**config.mk**
```make
export PLATFORM = sky130hd
export DESIGN_NAME = rot_intr_ctrl
export DESIGN_NICKNAME = d
export VERILOG_FILES = /design/src/rtl/rot_pkg.sv /design/src/rtl/rot_word_target.sv /design/src/rtl/rot_intr_ctrl.sv
export SDC_FILE = /design/constraint.sdc
export NUM_CORES = 1
export LEC_CHECK = 0
export ABC_AREA = 1
export CAP_MARGIN = 20
export CORE_AREA = 2 2 155 217
export CTS_CLUSTER_DIAMETER = 200
export CTS_CLUSTER_SIZE = 40
export DETAILED_ROUTE_END_ITERATION = 16
export DIE_AREA = 0 0 157 219
export PLACE_DENSITY_LB_ADDON = 0.1
export SYNTH_ARGS = -nofsm -noshare
export SYNTH_HDL_FRONTEND = slang
export SYNTH_SLANG_ARGS = --single-unit
```
**constraint.sdc**
```tcl
create_clock -name I_IC_HCLK -period 28.9 [get_ports I_IC_HCLK]
set_input_delay 5.78 -clock I_IC_HCLK [delete_from_list [all_inputs] [get_ports I_IC_HCLK]]
set_output_delay 5.78 -clock I_IC_HCLK [all_outputs]
set_load 0.01 [all_outputs]
```
**src/rtl/rot_pkg.sv**
```systemverilog
// Shared definitions for the rotation-engine completion/interrupt controller:
// FSM encoding, status bit positions and default geometry parameters.
package rot_pkg;

  typedef enum logic [1:0] {
    IC_IDLE = 2'd0,
    IC_BUSY = 2'd1,
    IC_DONE = 2'd2
  } ic_state_e;

  localparam int ST_BEF = 0;
  localparam int ST_AFT = 1;
  localparam int ST_TMO = 2;

  localparam int BPP_DEFAULT       = 3;
  localparam int BUS_BYTES_DEFAULT = 4;

endpackage

```
**src/rtl/rot_word_target.sv**
```systemverilog
// Output-image word count: ceil(h*w*bpp / bus_bytes), registered on load.
// The zero flag is combinational from the live h/w so the controller can
// finish a zero-sized job in the same cycle it accepts it.
module rot_word_target
  import rot_pkg::*;
#(
  parameter int BYTES_PER_PIXEL = BPP_DEFAULT,
  parameter int BUS_BYTES       = BUS_BYTES_DEFAULT
) (
  input  logic        clk,
  input  logic        rst,
  input  logic        load,
  input  logic [15:0] h,
  input  logic [15:0] w,
  output logic [31:0] target,
  output logic        zero
);

  logic [33:0] bytes_rnd;
  logic [31:0] words;

  // Byte total rounded up to a whole bus beat; 34 bits covers 65535*65535*3+3.
  always_comb begin
    bytes_rnd = 34'(h) * 34'(w) * 34'(BYTES_PER_PIXEL) + 34'(BUS_BYTES - 1);
    words     = 32'(bytes_rnd / 34'(BUS_BYTES));
  end

  assign zero = (words == 32'd0);

  // Capture the target when a job is accepted.
  always_ff @(posedge clk) begin
    if (rst)       target <= '0;
    else if (load) target <= words;
  end

endmodule

```
**src/rtl/rot_intr_ctrl.sv**
```systemverilog
// Rotation-engine completion and interrupt controller.
// Counts DMA write beats against the expected word count, raises sticky
// before/after status and drives the masked interrupt.
// Optional idle-beat watchdog: define ROT_INTR_TIMEOUT_EN.
//
// state   | meaning
// IC_IDLE | no job since reset
// IC_BUSY | job accepted, counting write beats
// IC_DONE | job finished (all beats seen or watchdog expired)
module rot_intr_ctrl
  import rot_pkg::*;
#(
  parameter int BYTES_PER_PIXEL = BPP_DEFAULT,
  parameter int BUS_BYTES       = BUS_BYTES_DEFAULT,
  parameter int TIMEOUT_CYCLES  = 1024
) (
  input  logic        I_IC_HCLK,
  input  logic        I_IC_RESET,
  input  logic        I_IC_START,
  input  logic [15:0] I_IC_NEW_H,
  input  logic [15:0] I_IC_NEW_W,
  input  logic        I_IC_WR_BEAT,
  input  logic        I_IC_INTR_MASK,
  input  logic        I_IC_BEF_MASK,
  input  logic        I_IC_AFT_MASK,
  input  logic [2:0]  I_IC_INTR_CLEAR,
  output logic        O_IC_INTR_DONE,
  output logic [2:0]  O_IC_STATUS,
  output logic        O_IC_BUSY,
  output logic [31:0] O_IC_BEAT_CNT
);

  ic_state_e   state_q, state_d;
  logic [31:0] beat_cnt_q, beat_cnt_d, beat_inc;
  logic [2:0]  status_q, status_set;
  logic [31:0] target;
  logic        target_zero;
  logic        load;
  logic        tmo_hit;

  rot_word_target #(
    .BYTES_PER_PIXEL (BYTES_PER_PIXEL),
    .BUS_BYTES       (BUS_BYTES)
  ) u_word_target (
    .clk    (I_IC_HCLK),
    .rst    (I_IC_RESET),
    .load   (load),
    .h      (I_IC_NEW_H),
    .w      (I_IC_NEW_W),
    .target (target),
    .zero   (target_zero)
  );

`ifdef ROT_INTR_TIMEOUT_EN
  localparam int WD_W = $clog2(TIMEOUT_CYCLES + 1);
  logic [WD_W-1:0] wdog_q;

  // Count consecutive beat-less cycles while a job is running.
  always_ff @(posedge I_IC_HCLK) begin
    if (I_IC_RESET || state_q != IC_BUSY || I_IC_WR_BEAT || I_IC_START)
      wdog_q <= '0;
    else
      wdog_q <= wdog_q + 1'b1;
  end

  assign tmo_hit = (state_q == IC_BUSY) && !I_IC_WR_BEAT && !I_IC_START &&
                   (wdog_q == WD_W'(TIMEOUT_CYCLES - 1));
`else
  assign tmo_hit = 1'b0;
`endif

  // Next state, beat count and status-set events.
  always_comb begin
    state_d    = state_q;
    beat_cnt_d = beat_cnt_q;
    status_set = '0;
    load       = 1'b0;
    beat_inc   = (beat_cnt_q == 32'hFFFF_FFFF) ? beat_cnt_q : beat_cnt_q + 32'd1;
    unique case (state_q)
      IC_IDLE, IC_DONE: begin
        if (I_IC_START) begin
          load               = 1'b1;
          beat_cnt_d         = '0;
          status_set[ST_BEF] = 1'b1;
          if (target_zero) begin
            state_d            = IC_DONE;
            status_set[ST_AFT] = 1'b1;
          end else begin
            state_d = IC_BUSY;
          end
        end
      end
      IC_BUSY: begin
        if (I_IC_WR_BEAT) begin
          beat_cnt_d = beat_inc;
          if (beat_inc == target) begin
            state_d            = IC_DONE;
            status_set[ST_AFT] = 1'b1;
          end
        end else if (tmo_hit) begin
          state_d = IC_DONE;
`ifdef ROT_INTR_TIMEOUT_EN
          status_set[ST_TMO] = 1'b1;
`endif
        end
      end
      default: state_d = IC_IDLE;
    endcase
  end

  // State, counter and sticky status registers; a new event beats a clear.
  always_ff @(posedge I_IC_HCLK) begin
    if (I_IC_RESET) begin
      state_q    <= IC_IDLE;
      beat_cnt_q <= '0;
      status_q   <= '0;
    end else begin
      state_q    <= state_d;
      beat_cnt_q <= beat_cnt_d;
      status_q   <= (status_q & ~I_IC_INTR_CLEAR) | status_set;
    end
  end

  assign O_IC_STATUS    = status_q;
  assign O_IC_BUSY      = (state_q == IC_BUSY);
  assign O_IC_BEAT_CNT  = beat_cnt_q;
  assign O_IC_INTR_DONE = ~I_IC_INTR_MASK &
                          ((status_q[ST_BEF] & ~I_IC_BEF_MASK) |
                           (status_q[ST_AFT] & ~I_IC_AFT_MASK) |
                           status_q[ST_TMO]);

endmodule

```
==> impl_metrics.sql <==
INSERT INTO impl_metrics (metric_group, metric, value, unit) VALUES
('status', 'outcome', 'completed', ''),
('clock_tree', 'cts_repair_resize_count', '0', ''),
('die', 'initial_standard_cell_utilization_of_the_core', '0.496', ''),
('sta', 'report.final.setup_viol', '0', ''),
('sta', 'final_min_period_over_clock_period', '0.517', ''),
('place', 'numPortBuffers', '78', ''),
('setup_path', 'endpoint_kind', 'flop', ''),
('setup_path', 'worst-r2r-setup-slack', '25480', 'ps'),
('sta', 'timing.slew.headroom', '0.348', ''),
('sta', 'finalMaxSlewViolations', '0', ''),
('synthesis', 'muxShareOfSynthArea', '0', ''),
('synthesis', 'synth-edff-count', '0', ''),
('sta', 'rsz0062_at_grt', 'no', ''),
('detailed_routing', 'vias_per_cell', '5.09', ''),
('detailed_routing', 'wirelength', '47400', 'um'),
('global_routing', 'grt_pass1_vias', '15400', ''),
('synthesis', 'yosys_warnings', '0', ''),
('detailed_routing', 'wl_met2', '25400', 'um'),
('clock_tree', 'cts.sinks', '69', ''),
('detailed_routing', 'post_drt_wl_per_cell', '16.2', 'um'),
('global_routing', 'largest_net_degree_at_the_start_of_global_routing', '53', ''),
('die', 'die_area', '0.0344', 'sq mm'),
('clock_tree', 'cts-root-to-sink-buffers', '2', ''),
('global_routing', 'grt_first_pass_wirelength', '76500', 'um'),
('place', 'place.detailed.instances', '2918', ''),
('sta', 'worst_slew_pin_slew', '972', 'ps'),
('synthesis', 'syn_nets', '2889', ''),
('synthesis', 'post_synthesis_share_of_cell_area_spent_on_full_adders_half_adders_and_majority_gates', '0.372', ''),
('setup_path', 'critical_path.max_fanout', '16', ''),
('die', 'die_w', '157', 'um'),
('finish', 'fin_nets', '2893', ''),
('finish', 'most-common-layout-cells', 'sky130_fd_sc_hd__nand2_1 (818), sky130_fd_sc_hd__inv_1 (593), sky130_fd_sc_hd__fa_1 (194), sky130_fd_sc_hd__ha_1 (166), sky130_fd_sc_hd__nor2_1 (151)', ''),
('sta', 'min_period', '14940', 'ps'),
('synthesis', 'synth_seq_area_share', '0.0863', ''),
('finish', 'layout.filler_cells', '3353', ''),
('die', 'floorplan.rows', '78', ''),
('sta', 'hold_violations', '0', ''),
('synthesis', 'synth_xor_area_frac', '0.0274', ''),
('synthesis', 'synth_flop_cell', 'sky130_fd_sc_hd__dfxtp_1', ''),
('clock_tree', 'insertion_delay_of_the_later_clocked_pin_in_the_worst_skew_pair', '350', 'ps'),
('synthesis', 'synth_compound_gate_area_share', '0.0615', ''),
('synthesis', 'synth_area', '0.0160', 'sq mm'),
('detailed_routing', 'dr_total_vias', '15000', ''),
('global_routing', 'grt_usage', '0.287', ''),
('detailed_routing', 'highest_layer', 'met4', ''),
('global_routing', 'grt_remaining_overflow', '0', ''),
('finish', 'antenna_cells', '0', ''),
('synthesis', 'number_of_distinct_library_cells_after_synthesis', '42', ''),
('synthesis', 'area_fraction_in_and_or_nand_and_nor_cells_after_synthesis', '0.289', ''),
('detailed_routing', 'drt_first_iter_violations', '757', ''),
('sta', 'final.setup.tns', '0', 'ps'),
('finish', 'layout.cells.non_filler', '2935', ''),
('synthesis', 'synth_seq_cells', '69', ''),
('detailed_routing', 'drt_first_pass_iters', '5', ''),
('setup_path', 'worst_ep_arrival_time', '15230', 'ps'),
('setup_path', 'crit_buf_inv', '9', ''),
('clock_tree', 'cts_hold_buf', '0', ''),
('die', 'core-area', '0.0323', 'sq mm'),
('clock_tree', 'tritoncts_clock_tree', 'yes', ''),
('clock_tree', 'cts_setup_buffers', '0', ''),
('setup_path', 'critPathMaxStageDelay', '1080', 'ps'),
('sta', 'fmaxAchievable', '0.0670', 'GHz'),
('finish', 'drive_gt1_frac', '0.0148', ''),
('setup_path', 'cpMaxStageDelayCell', 'sky130_fd_sc_hd__clkdlybuf4s50_1', ''),
('synthesis', 'dominant_combinational_cell_family_by_area_after_synthesis', 'adder cells', ''),
('place', 'place.gp.congestion', '0.956', ''),
('synthesis', 'async_reset_ff_frac', '0', ''),
('clock_tree', 'cts_inserted_buffers', '9', ''),
('detailed_routing', 'detailroute.wirelength.met3', '1330', 'um'),
('detailed_routing', 'post-route-drc-count', '0', ''),
('setup_path', 'worst-setup-path-type', 'input port to flop', '');
==> cell usage after synthesis (2+ instances only) <==
cell type | count | area, sq um
sky130_fd_sc_hd__o21ai_0 | 42 | 210
sky130_fd_sc_hd__and2_1 | 2 | 12.5
sky130_fd_sc_hd__ha_1 | 166 | 2080
sky130_fd_sc_hd__a21oi_1 | 99 | 495
sky130_fd_sc_hd__o21ai_1 | 5 | 25.0
sky130_fd_sc_hd__inv_1 | 593 | 2230
sky130_fd_sc_hd__clkbuf_1 | 80 | 300
sky130_fd_sc_hd__nand2_2 | 4 | 25.0
sky130_fd_sc_hd__a21o_1 | 2 | 15.0
sky130_fd_sc_hd__o21bai_1 | 3 | 22.5
sky130_fd_sc_hd__o221ai_1 | 3 | 26.3
sky130_fd_sc_hd__buf_2 | 5 | 25.0
sky130_fd_sc_hd__nor2_1 | 151 | 567
sky130_fd_sc_hd__nor3_1 | 12 | 60.1
sky130_fd_sc_hd__o211ai_1 | 15 | 113
sky130_fd_sc_hd__nor4_1 | 4 | 25.0
sky130_fd_sc_hd__nand2_1 | 818 | 3070
sky130_fd_sc_hd__nand4_1 | 17 | 106
sky130_fd_sc_hd__nor2_4 | 2 | 22.5
sky130_fd_sc_hd__buf_1 | 3 | 11.3
sky130_fd_sc_hd__xnor2_1 | 24 | 210
sky130_fd_sc_hd__clkinv_1 | 2 | 7.51
sky130_fd_sc_hd__o21a_1 | 2 | 15.0
sky130_fd_sc_hd__nand2_4 | 2 | 22.5
sky130_fd_sc_hd__nand3_1 | 103 | 515
sky130_fd_sc_hd__xor2_1 | 26 | 228
sky130_fd_sc_hd__nor2_2 | 3 | 18.8
sky130_fd_sc_hd__a31oi_1 | 4 | 25.0
sky130_fd_sc_hd__nand3b_1 | 19 | 143
sky130_fd_sc_hd__fa_1 | 194 | 3880
sky130_fd_sc_hd__dfxtp_1 | 69 | 1380
sky130_fd_sc_hd__buf_6 | 3 | 33.8
==> worst register-to-register path: cells and delay by family (launching register included) <==
| kind | cells | cell delay, ps |
|---|---|---|
| simple gates | 14 | 2290 |
| flops | 1 | 460 |
| fa+ha+maj | 1 | 410 |
| buf+inv | 2 | 210 |
==> routing by layer <==
layer	track usage	vias to the layer above
met5	0	-
met4	0.208	0
met3	0.0168	186
met2	0.562	398
met1	0.280	6989
li1	-	7377
==> final cells by class <==
type	count	area share
sequential	69	0.0795
inverter	595	0.128
timing repair buffer	85	0.0511
clock inverter	6	0.00511
tap	440	0.0317
clock buffer	9	0.0130
multi-input combinational	1731	0.691
==> per-stage QoR <==
| stage | setup WS, ps | cell area [sq um] | hold slack, ps | util |
|---|---|---|---|---|
| CTS | 14040 | 17300 | 470 | 0.536 |
| detailed placement | 13710 | 17000 | 462 | 0.527 |
| floorplan | 15820 | 16000 | 467 | - |
| global route | 13610 | 17400 | 488 | 0.538 |
| finish | 13960 | 17400 | 461 | 0.538 |
| global placement | 13830 | 17000 | 448 | 0.526 |
==> flip-flops by register name (all words and copies together) (netlist names) <==
signal	cells
O_IC_BEAT_CNT	32
O_IC_STATUS	3
u_word_target.target	32
state_q	2
==> path summary, 6_finish.rpt <==
kind / start / endpoint / cells after the start
max: I_IC_NEW_W[9] / state_q[1]$_SDFFE_PP0P_ / 40
min: O_IC_STATUS[2]$_SDFF_PP0_ / O_IC_STATUS[2]$_SDFF_PP0_ / 2
max reg2reg: O_IC_BEAT_CNT[0]$_SDFFE_PP0P_ / state_q[1]$_SDFFE_PP0P_ / 17
min reg2reg: O_IC_STATUS[2]$_SDFF_PP0_ / O_IC_STATUS[2]$_SDFF_PP0_ / 2
==> logic make-up after synthesis <==
family | after synthesis
adders and majority gates | 360
and+or+nand+nor | 1141
DFF | 69
buffers and inverters | 687
xor gates and xnor gates | 50
AOI/OAI and AO/OA | 180
Power is not shown: default switching activity piles up to over one toggle a cycle in this logic, so the estimate is an artifact.
